==> config.mk <==
export PLATFORM = sky130hd
export DESIGN_NAME = tdm_chan_mux
export DESIGN_NICKNAME = d
export VERILOG_FILES = /design/src/rtl/tdm_chan_mux.sv
export SDC_FILE = /design/constraint.sdc
export NUM_CORES = 1
export LEC_CHECK = 0
export ABC_AREA = 1
export CAP_MARGIN = 20
export CORE_UTILIZATION = 40
export CTS_BUF_LIST = sky130_fd_sc_hd__clkbuf_8 sky130_fd_sc_hd__clkbuf_16
export DETAILED_ROUTE_END_ITERATION = 6
export PLACE_DENSITY_LB_ADDON = 0.2
export SLEW_MARGIN = 0
export SYNTH_ARGS = -nofsm -noshare
export SYNTH_HDL_FRONTEND = slang
export SYNTH_SLANG_ARGS = --single-unit
==> constraint.sdc <==
create_clock -name clk -period 2.1 [get_ports clk]
set_clock_uncertainty 0.1 [all_clocks]
set_input_delay 0.42 -clock clk [delete_from_list [all_inputs] [get_ports clk]]
set_output_delay 0.42 -clock clk [all_outputs]
set_load 0.05 [all_outputs]
==> src/rtl/tdm_chan_mux.sv <==
// TDM channel mux/demux: TX time-multiplexes NCH channel words onto one registered bus
// (auto scan or fixed select); RX demultiplexes a bus word into per-channel hold registers.
module tdm_chan_mux #(
   parameter  int unsigned NCH  = 4,
   parameter  int unsigned W    = 8,
   localparam int unsigned SELW = $clog2(NCH)
) (
   input  logic              clk,
   input  logic              rst_n,
   input  logic              en,
   input  logic              mode,
   input  logic [SELW-1:0]   fix_sel,
   input  logic [NCH*W-1:0]  din,
   output logic [W-1:0]      bus_data,
   output logic [SELW-1:0]   bus_sel,
   output logic              bus_valid,
   output logic              frame_start,
   input  logic [W-1:0]      rx_data,
   input  logic [SELW-1:0]   rx_sel,
   input  logic              rx_valid,
   output logic [NCH*W-1:0]  dout,
   output logic [NCH-1:0]    dout_upd,
   output logic              frame_done
);

   logic [SELW-1:0]  r_cnt;
   logic [W-1:0]     r_bus_data;
   logic [SELW-1:0]  r_bus_sel;
   logic             r_bus_valid;
   logic             r_frame_start;
   logic [NCH*W-1:0] r_dout;
   logic [NCH-1:0]   r_dout_upd;
   logic             r_frame_done;

   logic [SELW-1:0]  w_sel;
   logic [W-1:0]     w_tx_word;

   always_comb begin
      w_sel     = mode ? fix_sel : r_cnt;
      w_tx_word = '0;
      for (int unsigned k = 0; k < NCH; k++) begin
         if (SELW'(k) == w_sel) w_tx_word = din[k*W +: W];
      end
   end

   // In fixed mode the counter tracks fix_sel+1 so a return to auto resumes after it.
   always_ff @(posedge clk or negedge rst_n) begin
      if (!rst_n) begin
         r_cnt         <= '0;
         r_bus_data    <= '0;
         r_bus_sel     <= '0;
         r_bus_valid   <= 1'b0;
         r_frame_start <= 1'b0;
      end else if (en) begin
         r_cnt         <= w_sel + SELW'(1);
         r_bus_data    <= w_tx_word;
         r_bus_sel     <= w_sel;
         r_bus_valid   <= 1'b1;
         r_frame_start <= !mode && (r_cnt == '0);
      end else begin
         r_bus_valid   <= 1'b0;
         r_frame_start <= 1'b0;
      end
   end

   always_ff @(posedge clk or negedge rst_n) begin
      if (!rst_n) begin
         r_dout       <= '0;
         r_dout_upd   <= '0;
         r_frame_done <= 1'b0;
      end else begin
         if (rx_valid) begin
            for (int unsigned k = 0; k < NCH; k++) begin
               if (SELW'(k) == rx_sel) r_dout[k*W +: W] <= rx_data;
            end
         end
         r_dout_upd   <= rx_valid ? (NCH'(1) << rx_sel) : '0;
         r_frame_done <= rx_valid && (rx_sel == SELW'(NCH - 1));
      end
   end

   assign bus_data    = r_bus_data;
   assign bus_sel     = r_bus_sel;
   assign bus_valid   = r_bus_valid;
   assign frame_start = r_frame_start;
   assign dout        = r_dout;
   assign dout_upd    = r_dout_upd;
   assign frame_done  = r_frame_done;

endmodule

# After elaboration in Yosys (flattened, before gate mapping)
# Cells that the tools add are included.
# Widths: inputs -> output; s select.
# word_totals
ff_bits,51
out_inout_bits,49
# classes
n_addsub,1
eq_ne,7
shift,1
mux,8
n_reduce_logical,10
# op_table
op,count
$mux 8,4
$eq 2x2->1 const A,4
$reduce_and 2->1,4
$logic_not 2->1,3
$eq 1x2->1 const A,2
$mux 4,1
$shl 1x2->4 const A,1
$add 2x1->2 const B,1
$eq 2x2->1 const B,1
$logic_and 1x1->1,2
$mux 1,2
$mux 2,1
$logic_not 1->1,1

# Depth between registers and ports, before layout
# depth
ltp_word,6
depth_mapped,13
mapped_depth_nobuf,12

# Worst setup path after synthesis
# No wires, ideal clock.
# synth_timing
path_type,in2reg
from,input port mode
to,register r_bus_data[6] (netlist: bus_data[6])
setup_ns,0.118
arrival_ns,1.557
required_ns,1.882
setup_slack_ns,0.326
path_stages,10
n_path_buf,2
cell_sequence,inv_1 -> o21ai_0 -> inv_1 -> ha_1 -> clkbuf_2 -> buf_2 -> a21oi_1 -> nand2_1 -> nand2_1 -> nand2_1
# synth_between
elab_chain_len,6
# synth_lines
element,line_no,rtl
from (decl),11,"input logic mode,"
$mux 2 (*),39,w_sel = mode ? fix_sel : r_cnt;
via w_sel[1],35,logic [SELW-1:0] w_sel;
$logic_not 2->1,42,if (SELW'(k) == w_sel) w_tx_word = din[k*W +: W];
$mux 8 (3 in a row),42,
$mux 8 (*),42,
to (signal assigned),56,r_bus_data <= w_tx_word;
to (decl),27,logic [W-1:0] r_bus_data;
# The timed path passes the listed nets; every way through them passes the cells marked *.
# A chain may end at the register's enable or synchronous reset.

# Worst setup path in the final report
# layout_timing
from,register r_dout[5] (netlist: dout[5])
to,output port dout[5]
# layout_lines
element,line_no,rtl
from (decl),31,logic [NCH*W-1:0] r_dout;
"from (signal, indexed assignment)",74,if (SELW'(k) == rx_sel) r_dout[k*W +: W] <= rx_data;
to (decl),21,"output logic [NCH*W-1:0] dout,"
# No word-level cell between the ends.

==> flow_summary.json <==
{
  "status": "completed",
  "max_freq_ghz": 0.497,
  "rsz0062_at_grt": "false",
  "worst_pin_slew_ns": 0.528,
  "grt_pass1_wl_mm": 8.60,
  "final.setup.tns_ns": 0,
  "nets": 412,
  "grt_start_max_net_pins": 21,
  "gp_congestion": 0.750,
  "die_w_um": 77.2,
  "synth.most_common_cell": "nand2_1",
  "first_iter_violations": 65,
  "hold_viol_final": 0,
  "ant_nets": 0,
  "hold_depth": 1,
  "holdWs_ns": 0.380,
  "worstSetupPathDepth": 1,
  "p_per_area_nw_per_um2": 894,
  "wl_met1_mm": 2.35,
  "syn_area_um2": 2260,
  "antenna-diode-count": 0,
  "endpoint_kind": "output pin",
  "critPathMaxStageDelay_ns": 0.83,
  "vias": 1961,
  "syn_area_per_cell_um2": 8.81,
  "fin_cells": 432,
  "area_growth_syn_to_layout_pct": 51.5,
  "numCtsBuffers": 5,
  "synth_compound_gate_area_share_pct": 14.0,
  "clk-insertion-delay-late_ns": 0.28,
  "total_power_w": 0.00307,
  "port_buffers": 97,
  "drv_cap": 0,
  "vias_per_cell": 4.54,
  "cts.path.max_buffers": 2,
  "dr.pass1.iters": 4,
  "arrival_ns": 1.49,
  "tritoncts": "built",
  "drive_gt1_share_pct": 10.0,
  "cp_top_family": "buffers and inverters",
  "placed_area_um2": 3310,
  "peakVddDrop_uv": 491,
  "synth.distinct_cells": 18,
  "antenna_found_initial": 0,
  "drcViolationCount": 0,
  "hold_path_class": "register to register",
  "multi_input_area_um2": 811,
  "synth_edf_count": 0,
  "synth_ff_type": "dfrtp_1",
  "synth_top_family_by_area": "simple AND/OR/NAND/NOR gates",
  "syn_nets": 310,
  "ys_top_cells_by_area": "dfrtp_1 55%, nand2_1 16%, o21ai_2 5.0%",
  "n_fill_cell": 485,
  "syn-instance-count": 257,
  "initial_core_util_pct": 41.4,
  "synth_largest_area_cell": "dfrtp_1",
  "wl_met2_mm": 2.51,
  "synthSimpleGateAreaFrac_pct": 19.5,
  "yosysTopAreaCellShare_pct": 55.3,
  "synthTopCellsByCount": "95 x nand2_1, 50 x dfrtp_1, 30 x inv_1, 19 x o21ai_1, 16 x a21oi_1",
  "grt_pass1_vias": 1867,
  "seq_area_frac_synth_pct": 55.3,
  "top_layer_used": "met4",
  "synthAdderAreaFrac_pct": 2.21,
  "crit_path_start_kind": "register",
  "route.met3.wl_um": 196,
  "critPathKind": "register to output pin",
  "grt_use_total_pct": 18.2,
  "cp_max_fo": 2,
  "fp.dieArea_um2": 5960,
  "fin_area_um2": 3430,
  "crit_required_ns": 1.58,
  "crit_chain": "clkdlybuf4s50_1",
  "clockRootBuffer": "clkbuf_8",
  "cts_num_sinks": 50,
  "routed_wl_mm": 5.10,
  "max_slew_margin_pct": 64.7,
  "ios": 98,
  "cts-htree-levels": 2,
  "core_um2": 5470,
  "reg2reg_slack_ns": 0.46,
  "wire_per_inst_um": 11.8,
  "path_clk_slew_ns": 0.09,
  "dp_hpwl_mm": 3.94,
  "async_flop_share_pct": 100,
  "cp_num_buf_inv": 1,
  "register_area_um2": 1250,
  "period_share_pct": 95.7,
  "synth.area.mux_share_pct": 0,
  "setup_viol": 0,
  "leakagePower_nw": 1.68,
  "reg2reg_depth": 10,
  "yosys_warnings": 0,
  "slowest_stage": "clkdlybuf4s50_1",
  "post-route-min-period_ns": 2.01,
  "synth-xor-area-share_pct": 0,
  "dp.cells": 423,
  "slew_violations": 0,
  "grt.overflow.total": 0,
  "postCtsSetupRepairBufs": 0,
  "rows": 27,
  "die_y_um": 77.2,
  "synth_seq_cells": 50
}
==> power by group <==
part / switching (W) / internal, W
combinational: 0.000787 / 0.000445
sequential: 0.0000755 / 0.00111
clock: 0.000301 / 0.000351
==> cell families (layout without fill, tap and decap cells) <==
kind of cell               after synthesis  in the layout
and+or+nand+nor                        108            108
DFF                                     50             50
AOI/OAI and AO/OA                       53             53
adders and majority gates                4              4
buffers and inverters                   42            145
==> metrics by stage <==
stage,utilization (%),setup WS [ns]
after floorplan,-,0.326
after global placement,60.4,-0.211
after detailed placement,60.4,-0.283
after CTS,62.6,0.0295
after global routing,62.6,0.0112
final,62.6,0.0893
==> layout make-up <==
type	count	share of cell area, %
clock buffers	5	2.01
clock inverters	3	1.20
inverters	30	3.28
multi-input cells	165	23.6
flip-flops and latches	50	36.5
well taps	72	2.63
repair buffers	107	30.7
==> worst paths after layout <==
check                               from     endpoint
worst min-delay path            r_cnt[0]  frame_start
worst max register to register  r_cnt[0]  bus_data[6]
max in group asynchronous          rst_n  bus_data[1]
worst min register to register  r_cnt[0]  frame_start
min in group asynchronous          rst_n  dout_upd[2]
worst max-delay path             dout[5]      dout[5]
==> routing by layer <==
layer | up-vias | global-route usage (%)
met5 | - | 0
met1 | 899 | 23.1
met2 | 46 | 31.8
li1 | 1011 | -
met3 | 5 | 2.86
met4 | 0 | 5.09
==> cells in the final DEF, fill, tap and decap left out <==
master and n:
nand2_1 95, clkdlybuf4s50_1 95, dfrtp_1 50, inv_1 31
o21ai_1 21, a21oi_1 16, o21ai_2 13, buf_4 9
nand3_1 8, clkbuf_8 5, nand3_2 4, ha_1 3
o21ai_0 2, nor3_1 1, o21a_1 1, ha_2 1
clkinvlp_4 1, bufinv_16 1, dlygate4sd3_1 1, buf_2 1
buf_12 1
==> registers in the layout (all words and copies together) (netlist names) <==
signal and cells:
bus_data 8, bus_sel 2, bus_valid 1, dout 32
dout_upd 4, frame_start 1, r_cnt 2
==> what timing repair did <==
item | 4_1_cts | 5_1_grt
endpoints found under the hold margin | 18 | 0
resized for setup | 0 | 3
endpoints found under the setup margin | 0 | 8
hold buffers | 1 | 0
(Power assumes the default switching activity.)
